### src/rtl/cmp_seq_pkg.sv
// cmp_seq_pkg: FSM state, one-hot result type and slice-count helpers for cmp_seq_ctrl
package cmp_seq_pkg;
  typedef enum logic [1:0] {IDLE = 2'd0, RUN = 2'd1, DONE = 2'd2} state_e;
  typedef struct packed {
    logic gt;
    logic eq;
    logic lt;
  } res_t;
  localparam int DEF_WIDTH = 32;
  localparam int NUM_SLICES = DEF_WIDTH / 2;
  function automatic int num_slices(input int width);
    return width / 2;
  endfunction
endpackage

### src/rtl/comparator_2bit.sv
// comparator_2bit: 2-bit magnitude compare cell; ports a, b in; a_larger, b_larger, equal out
module comparator_2bit (
  input  logic [1:0] a,
  input  logic [1:0] b,
  output logic       a_larger,
  output logic       b_larger,
  output logic       equal
);
  assign a_larger = a > b;
  assign b_larger = b > a;
  assign equal    = a == b;
endmodule

### src/rtl/cmp_seq_ctrl.sv
// cmp_seq_ctrl: MSB-first serial WIDTH-bit compare via one 2-bit slice; req valid/ready in (a, b, signed), resp valid/ready out (gt/eq/lt), flush, busy
module cmp_seq_ctrl
  import cmp_seq_pkg::*;
#(
  parameter int WIDTH      = 32,
  parameter bit EARLY_EXIT = 1'b1
) (
  input  logic             clk,
  input  logic             rst_n,
  input  logic             flush,
  input  logic             req_valid,
  output logic             req_ready,
  input  logic [WIDTH-1:0] req_a,
  input  logic [WIDTH-1:0] req_b,
  input  logic             req_signed,
  output logic             resp_valid,
  input  logic             resp_ready,
  output logic             resp_gt,
  output logic             resp_eq,
  output logic             resp_lt,
  output logic             busy
);
  localparam int NS = num_slices(WIDTH);
  localparam int IW = $clog2(NS);
  localparam logic [WIDTH-1:0] MSB = {1'b1, {(WIDTH-1){1'b0}}};
  localparam res_t RES_EQ = res_t'(3'b010);
  state_e state_q, state_d;
  logic [IW-1:0] idx_q, idx_d;
  logic [WIDTH-1:0] a_q, a_d, b_q, b_d;
  res_t res_q, res_d, hit;
  logic [1:0] slice_a, slice_b;
  logic a_larger, b_larger, equal, last;
  assign slice_a = a_q[{idx_q, 1'b0} +: 2];
  assign slice_b = b_q[{idx_q, 1'b0} +: 2];
  comparator_2bit u_cmp (
    .a(slice_a),
    .b(slice_b),
    .a_larger(a_larger),
    .b_larger(b_larger),
    .equal(equal)
  );
  // Flipping the sign bit turns two's-complement order into unsigned order.
  // res_q stays zero through RUN until the first unequal slice is seen, so
  // later slices cannot overwrite the decision when running constant latency.
  always_comb begin
    hit = (res_q == '0 && !equal) ? res_t'({a_larger, 1'b0, b_larger}) : res_q;
    last = (EARLY_EXIT && !equal) || idx_q == '0;
    state_d = state_q;
    idx_d = idx_q;
    a_d = a_q;
    b_d = b_q;
    res_d = res_q;
    if (flush) begin
      state_d = IDLE;
      res_d = '0;
    end else begin
      case (state_q)
        IDLE: if (req_valid) begin
          state_d = RUN;
          idx_d = IW'(NS - 1);
          a_d = req_a ^ (req_signed ? MSB : '0);
          b_d = req_b ^ (req_signed ? MSB : '0);
          res_d = '0;
        end
        RUN: begin
          res_d = (last && hit == '0) ? RES_EQ : hit;
          state_d = last ? DONE : RUN;
          idx_d = last ? idx_q : idx_q - 1'b1;
        end
        DONE: if (resp_ready) begin
          state_d = IDLE;
          res_d = '0;
        end
        default: state_d = IDLE;
      endcase
    end
  end
  always_ff @(posedge clk or negedge rst_n) begin
    if (!rst_n) begin
      state_q <= IDLE;
      idx_q <= '0;
      a_q <= '0;
      b_q <= '0;
      res_q <= '0;
    end else begin
      state_q <= state_d;
      idx_q <= idx_d;
      a_q <= a_d;
      b_q <= b_d;
      res_q <= res_d;
    end
  end
  assign req_ready  = state_q == IDLE;
  assign resp_valid = state_q == DONE;
  assign busy       = state_q != IDLE;
  assign resp_gt    = resp_valid & res_q.gt;
  assign resp_eq    = resp_valid & res_q.eq;
  assign resp_lt    = resp_valid & res_q.lt;
endmodule
### config.mk
export PLATFORM = sky130hd
export DESIGN_NAME = cmp_seq_ctrl
export DESIGN_NICKNAME = d
export VERILOG_FILES = /design/src/rtl/cmp_seq_pkg.sv /design/src/rtl/comparator_2bit.sv /design/src/rtl/cmp_seq_ctrl.sv
export SDC_FILE = /design/constraint.sdc
export NUM_CORES = 1
export LEC_CHECK = 0
export BUFFER_PORTS_ARGS = -buffer_cell sky130_fd_sc_hd__buf_2
export CAP_MARGIN = 0
export CORE_MARGIN = 2
export CORE_UTILIZATION = 40
export CTS_CLUSTER_DIAMETER = 40
export DETAILED_ROUTE_END_ITERATION = 16
export SYNTH_ARGS = -nofsm -noshare
export SYNTH_HDL_FRONTEND = slang
export SYNTH_SLANG_ARGS = --single-unit
### constraint.sdc
create_clock -name clk -period 4.2 [get_ports clk]
set_clock_uncertainty 0.2 [all_clocks]
set_input_delay 0.63 -clock clk [delete_from_list [all_inputs] [get_ports clk]]
set_output_delay 0.63 -clock clk [all_outputs]
set_load 0.05 [all_outputs]
Word level (Yosys, flattened, before mapping)
Cells that the tools add are included.
W data, S select, Z words.

word-level totals
  register bits after elaboration = 73
  input bits = 70
  output and inout port bits = 6
  word-level logic and storage cells = 55

operators by class
  order comparisons = 2
  reduce and logical (&&, ||, !) cells = 15
  bitwise logic cells = 6
  eq/ne operators = 7
  muxes and demuxes = 15
  shifts and indexed selects = 2
  add/sub/neg operators = 1

operators with widths
  kind                   count
  $shiftx A32 B6 Y2      2
  $xor A32 B32 Y32       2
  $mux W32               1
  $mux W3                5
  $pmux W3 S3            1
  $mux W2                4
  $mux W4                2
  $pmux W4 S2            1
  $logic_not A3 Y1       2
  $pmux W2 S3            1
  $reduce_and A3 Y1      2
  $gt A2 B2 Y1           2
  $logic_not A4 Y1       1
  $ne A2 B2 Y1 const B   2
  $reduce_and A4 Y1      1
  $reduce_bool A2 Y1     2
  $reduce_bool A4 Y1     1
  $sub A4 B1 Y4 const B  1
  $and A1 B1 Y1          3
  $ne A3 B2 Y1 const B   1
  $ne A3 B3 Y1 const B   1
  $eq A2 B1 Y1 const B   1
  $eq A2 B2 Y1           1
  $eq A2 B2 Y1 const B   1
  6 further kinds        7

Logic depth before layout (Yosys ltp)
  depth in word-level cells = 10
  gate-level depth with buffers = 11
  mapped depth without buffers = 9

Hierarchy
A second synthesis with hierarchy kept.

unflattened totals
  cells, all modules = 264
  area total of the unflattened synthesis = 3588.4 µm²

by module, submodules not included
  module           sequential area each (µm²)  times used  area an instance (µm²)  cells each
  cmp_seq_ctrl     1826.8                      1           3525.9                  255
  comparator_2bit  0.0                         1           62.6                    9

Worst setup path after synthesis
Ideal clock, no wire load.

  kind = reg2reg
  start = register idx_q[1]
  end = register idx_q[3]
  clock period less this slack = 3.062 ns
  buffers on the path = 2
  data required time = 3.869 ns
  stages on the path, launching flop included = 10
  library setup time = 0.131 ns
  slack = 1.138 ns
  data arrival time = 2.730 ns
  path through = dfrtp_1 > clkbuf_1 > buf_2 > mux4_2 > mux4_2 > ha_1 > nand2_1 > o21a_1 > o31a_1 > or3_1

on the way
  word-level cells in the longest chain between the ends = 6
  elaborated cells on any way between the ends = 11
  classes of those cells = add/sub: 1; eq/ne: 2; shift: 2; mux: 2; reduce/logical: 4

ends and longest elaborated chain
  item                                  line                                    source
  start: declaration                    cmp_seq_ctrl.sv:28                      logic [IW-1:0] idx_q, idx_d;
  start signal: assignment              cmp_seq_ctrl.sv:87                      idx_q <= idx_d;
  $shiftx A32 B6 Y2 (on tied branches)  cmp_seq_ctrl.sv:33, cmp_seq_ctrl.sv:34
  $eq A2 B2 Y1                          comparator_2bit.sv:11                   assign equal = a == b;
  $logic_not A1 Y1                      cmp_seq_ctrl.sv:47                      last = (EARLY_EXIT && !equal) || idx_q == '0;
  $logic_or A1 B1 Y1                    cmp_seq_ctrl.sv:47
  $ne A2 B2 Y1 (no line)                -
  $reduce_and A4 Y1 (no line)           -

Parallel ways exist; a longest one is shown, timed or not. The select of a mux whose other input is x is not followed.
A chain may end at the register's enable or synchronous reset.

Worst setup path after layout
  start = register idx_q[0]
  end = register idx_q[3]

Same word-level chain as after synthesis.

==> flow_summary.ini <==
[global_route]
grt.busiest_layer = met2
grt_pass1_vias = 2319
grt_overflow = 0
grt_pass1_wl_um = 11600
grt_max_degree = 74
antenna_found_initial = 0
grtUsageTotal_pct = 15.5
grt_util_met2_pct = 23.2
grt_util_met1_pct = 21.4
use_met3_pct = 4.17

[sta]
slew_headroom_pct = 38.2
hold_violations = 0
layout_setup_ws_ns = 0.745
fin_crit_ns = 3.46
tightestPinTransition_ns = 0.927
drv_slew = 0
max_clock_freq_mhz = 289
fin_tns_setup_ns = 0
period_share_pct = 82.3
rsz0062_at_grt = false
setup_viol_count_final = 0

[placed_design]
dpl.hpwl_um = 4770
place_congestion = 0.747
place_ws_ns = 0.738
io_buffers = 75

[synth]
synthFlopType = dfrtp_1
synth-seq-cells = 73
async_flop_share_pct = 100
ys_seq_area_share_pct = 52.2
synthCells = 249
netlist_area_sq_um = 3500
ys_warn_count = 0
synth_edf_count = 0
synth_area_per_cell_sq_um = 14.1
synth_cell_types = 34
synth_fp_nets = 325

[layout]
final_common_cell = buf_2
final_cell_mix = buf_2, dfrtp_1, mux2_2, mux4_2, nand2_1
antennaDiodeCount = 0
area_growth_pct = 18.9
drive_gt1_share_pct = 52.9
nNetsFinal = 398

[clock_tree]
clock_latency_ns = 0.35
ctsRootBufferMaster = clkbuf_8
numCtsBuffers = 9
clkTransAtPathRegs_ns = 0.07
cts_tree = done
holdBufCountCts = 0
cts_sinks = 73
cts_max_level = 3
clock_path_buffers = 2
post_cts_resized = 0
cts_setup_buffers = 0

[worst_setup_path]
path_class = flip-flop to flip-flop
crit_slowest_cell = mux4_2
critPathRequiredTime_ns = 4.22
crit_top_cell = mux4_2
cp_top_family = multiplexers
cp_cell_sequence = buf_4 -> mux4_2 -> mux4_2 -> ha_1 -> nand2_1 -> o21a_1 -> o31a_1 -> or3_1
cp_max_fo = 17
critPathMaxStageDelay_ns = 0.56
cp-start-kind = flip-flop
worst_setup_path_end_kind = flip-flop
crit_arrival_ns = 3.48
worstPathBufferInverterCount = 1

[min_path]
holdCritPathClass = input pin to asynchronous set/reset pin

[die]
fp.dieW_um = 97.5
coreArea_sq_um = 8590
die_height_um = 97.5
die_area_sq_um = 9510
pin_count = 76
initial_utilization_pct = 40.7
num_rows = 34

[routing]
viasPerCell = 5.07
wl_um = 6810
avgRoutedWirePerCell_um = 15.7
drtAntennaViolNets = 0
drt_pass1_iterations = 4
vias = 2196
drcViolationCount = 0
drt-initial-drc-count = 95

[flow_run]
max_cap_viol_count = 0

[power]
p_leak_uw = 0.00190
powerDensity_nw_per_um2 = 732
peakVddDrop_mv = 0.245

[run_status]
status = finished clean
report_power, final:
| group | total [uW] | leakage [uW] | internal (uW) | switching (uW) |
|---|---|---|---|---|
| clock | 574 | 0.0000955 | 328 | 245 |
| sequential | 1250 | 0.000858 | 1040 | 206 |
| combinational | 1230 | 0.000943 | 703 | 523 |
worst paths after layout:
kind	start	endpoint	slack (ns)	cells past startpoint
worst min-delay path	rst_n	b_q[19]$_DFFE_PN0P_	0.20	1
min in group clk	flush	state_q[1]$_DFFE_PN0P_	0.26	2
max in group asynchronous	rst_n	res_q[2]$_DFFE_PN0P_	2.99	1
worst max register to register	idx_q[0]$_DFFE_PN0P_	idx_q[3]$_DFFE_PN0P_	0.74	8
worst max-delay path	idx_q[0]$_DFFE_PN0P_	idx_q[3]$_DFFE_PN0P_	0.74	8
worst min register to register	a_q[31]$_DFFE_PN0P_	a_q[31]$_DFFE_PN0P_	0.30	2
metal layers:
| metal | vias up | part of all wire [%] |
|---|---|---|
| met5 | - | 0 |
| met4 | 0 | 1.9 |
| met3 | 13 | 4.5 |
| met2 | 46 | 46 |
| met1 | 1083 | 47 |
| li1 | 1054 | - |
registers in the layout, summed over array words and instances (netlist names):
signal   count
a_q         32
b_q         32
idx_q        4
res_q        3
state_q      2
layout make-up:
cell class | count | area [sq um]
clock inverters | 3 | 67.6
flip-flops and latches | 73 | 1830
well taps | 108 | 135
fillers | 766 | 4430
clock buffers | 11 | 131
repair buffers | 76 | 385
inverters | 8 | 30.0
multi-input cells | 154 | 1590
kinds of logic (layout without fill, tap and decap cells):
group           Yosys count  after routing  share of synthesized area, %
flops                    73             73                          52.2
fa+ha+maj                 6              6                          2.15
buf+inv                  22             98                          2.82
simple gates             40             40                          6.04
mux                      82             82                          31.7
xor+xnor                  2              2                         0.501
compound gates           24             24                          4.54
Yosys cell counts (3+ instances only):
cell type	instances	area, sq um
dfrtp_1	73	1830
mux2_2	62	698
mux4_2	17	383
nand2_1	10	37.5
inv_1	8	30.0
buf_2	7	35.0
nor2_1	7	26.3
a21oi_1	6	30.0
ha_1	6	75.1
o21a_1	5	37.5
o21ai_0	5	25.0
nor3_1	4	20.0
or3_1	4	25.0
and2_1	3	18.8
buf_1	3	11.3
mux2i_1	3	30.0
nor2b_1	3	18.8
metrics by stage:
step	cells	hold slack [ns]	power (uW)	util [%]	area, sq um
after floorplan	249	0.134	2210	-	3500
after global placement	419	0.274	2470	46.1	3960
after detailed placement	419	0.281	2500	46.1	3960
after CTS	433	0.243	3080	48.4	4160
after global routing	433	0.253	3280	48.4	4160
final	433	0.203	3050	48.4	4160
(Power assumes the default switching activity.)
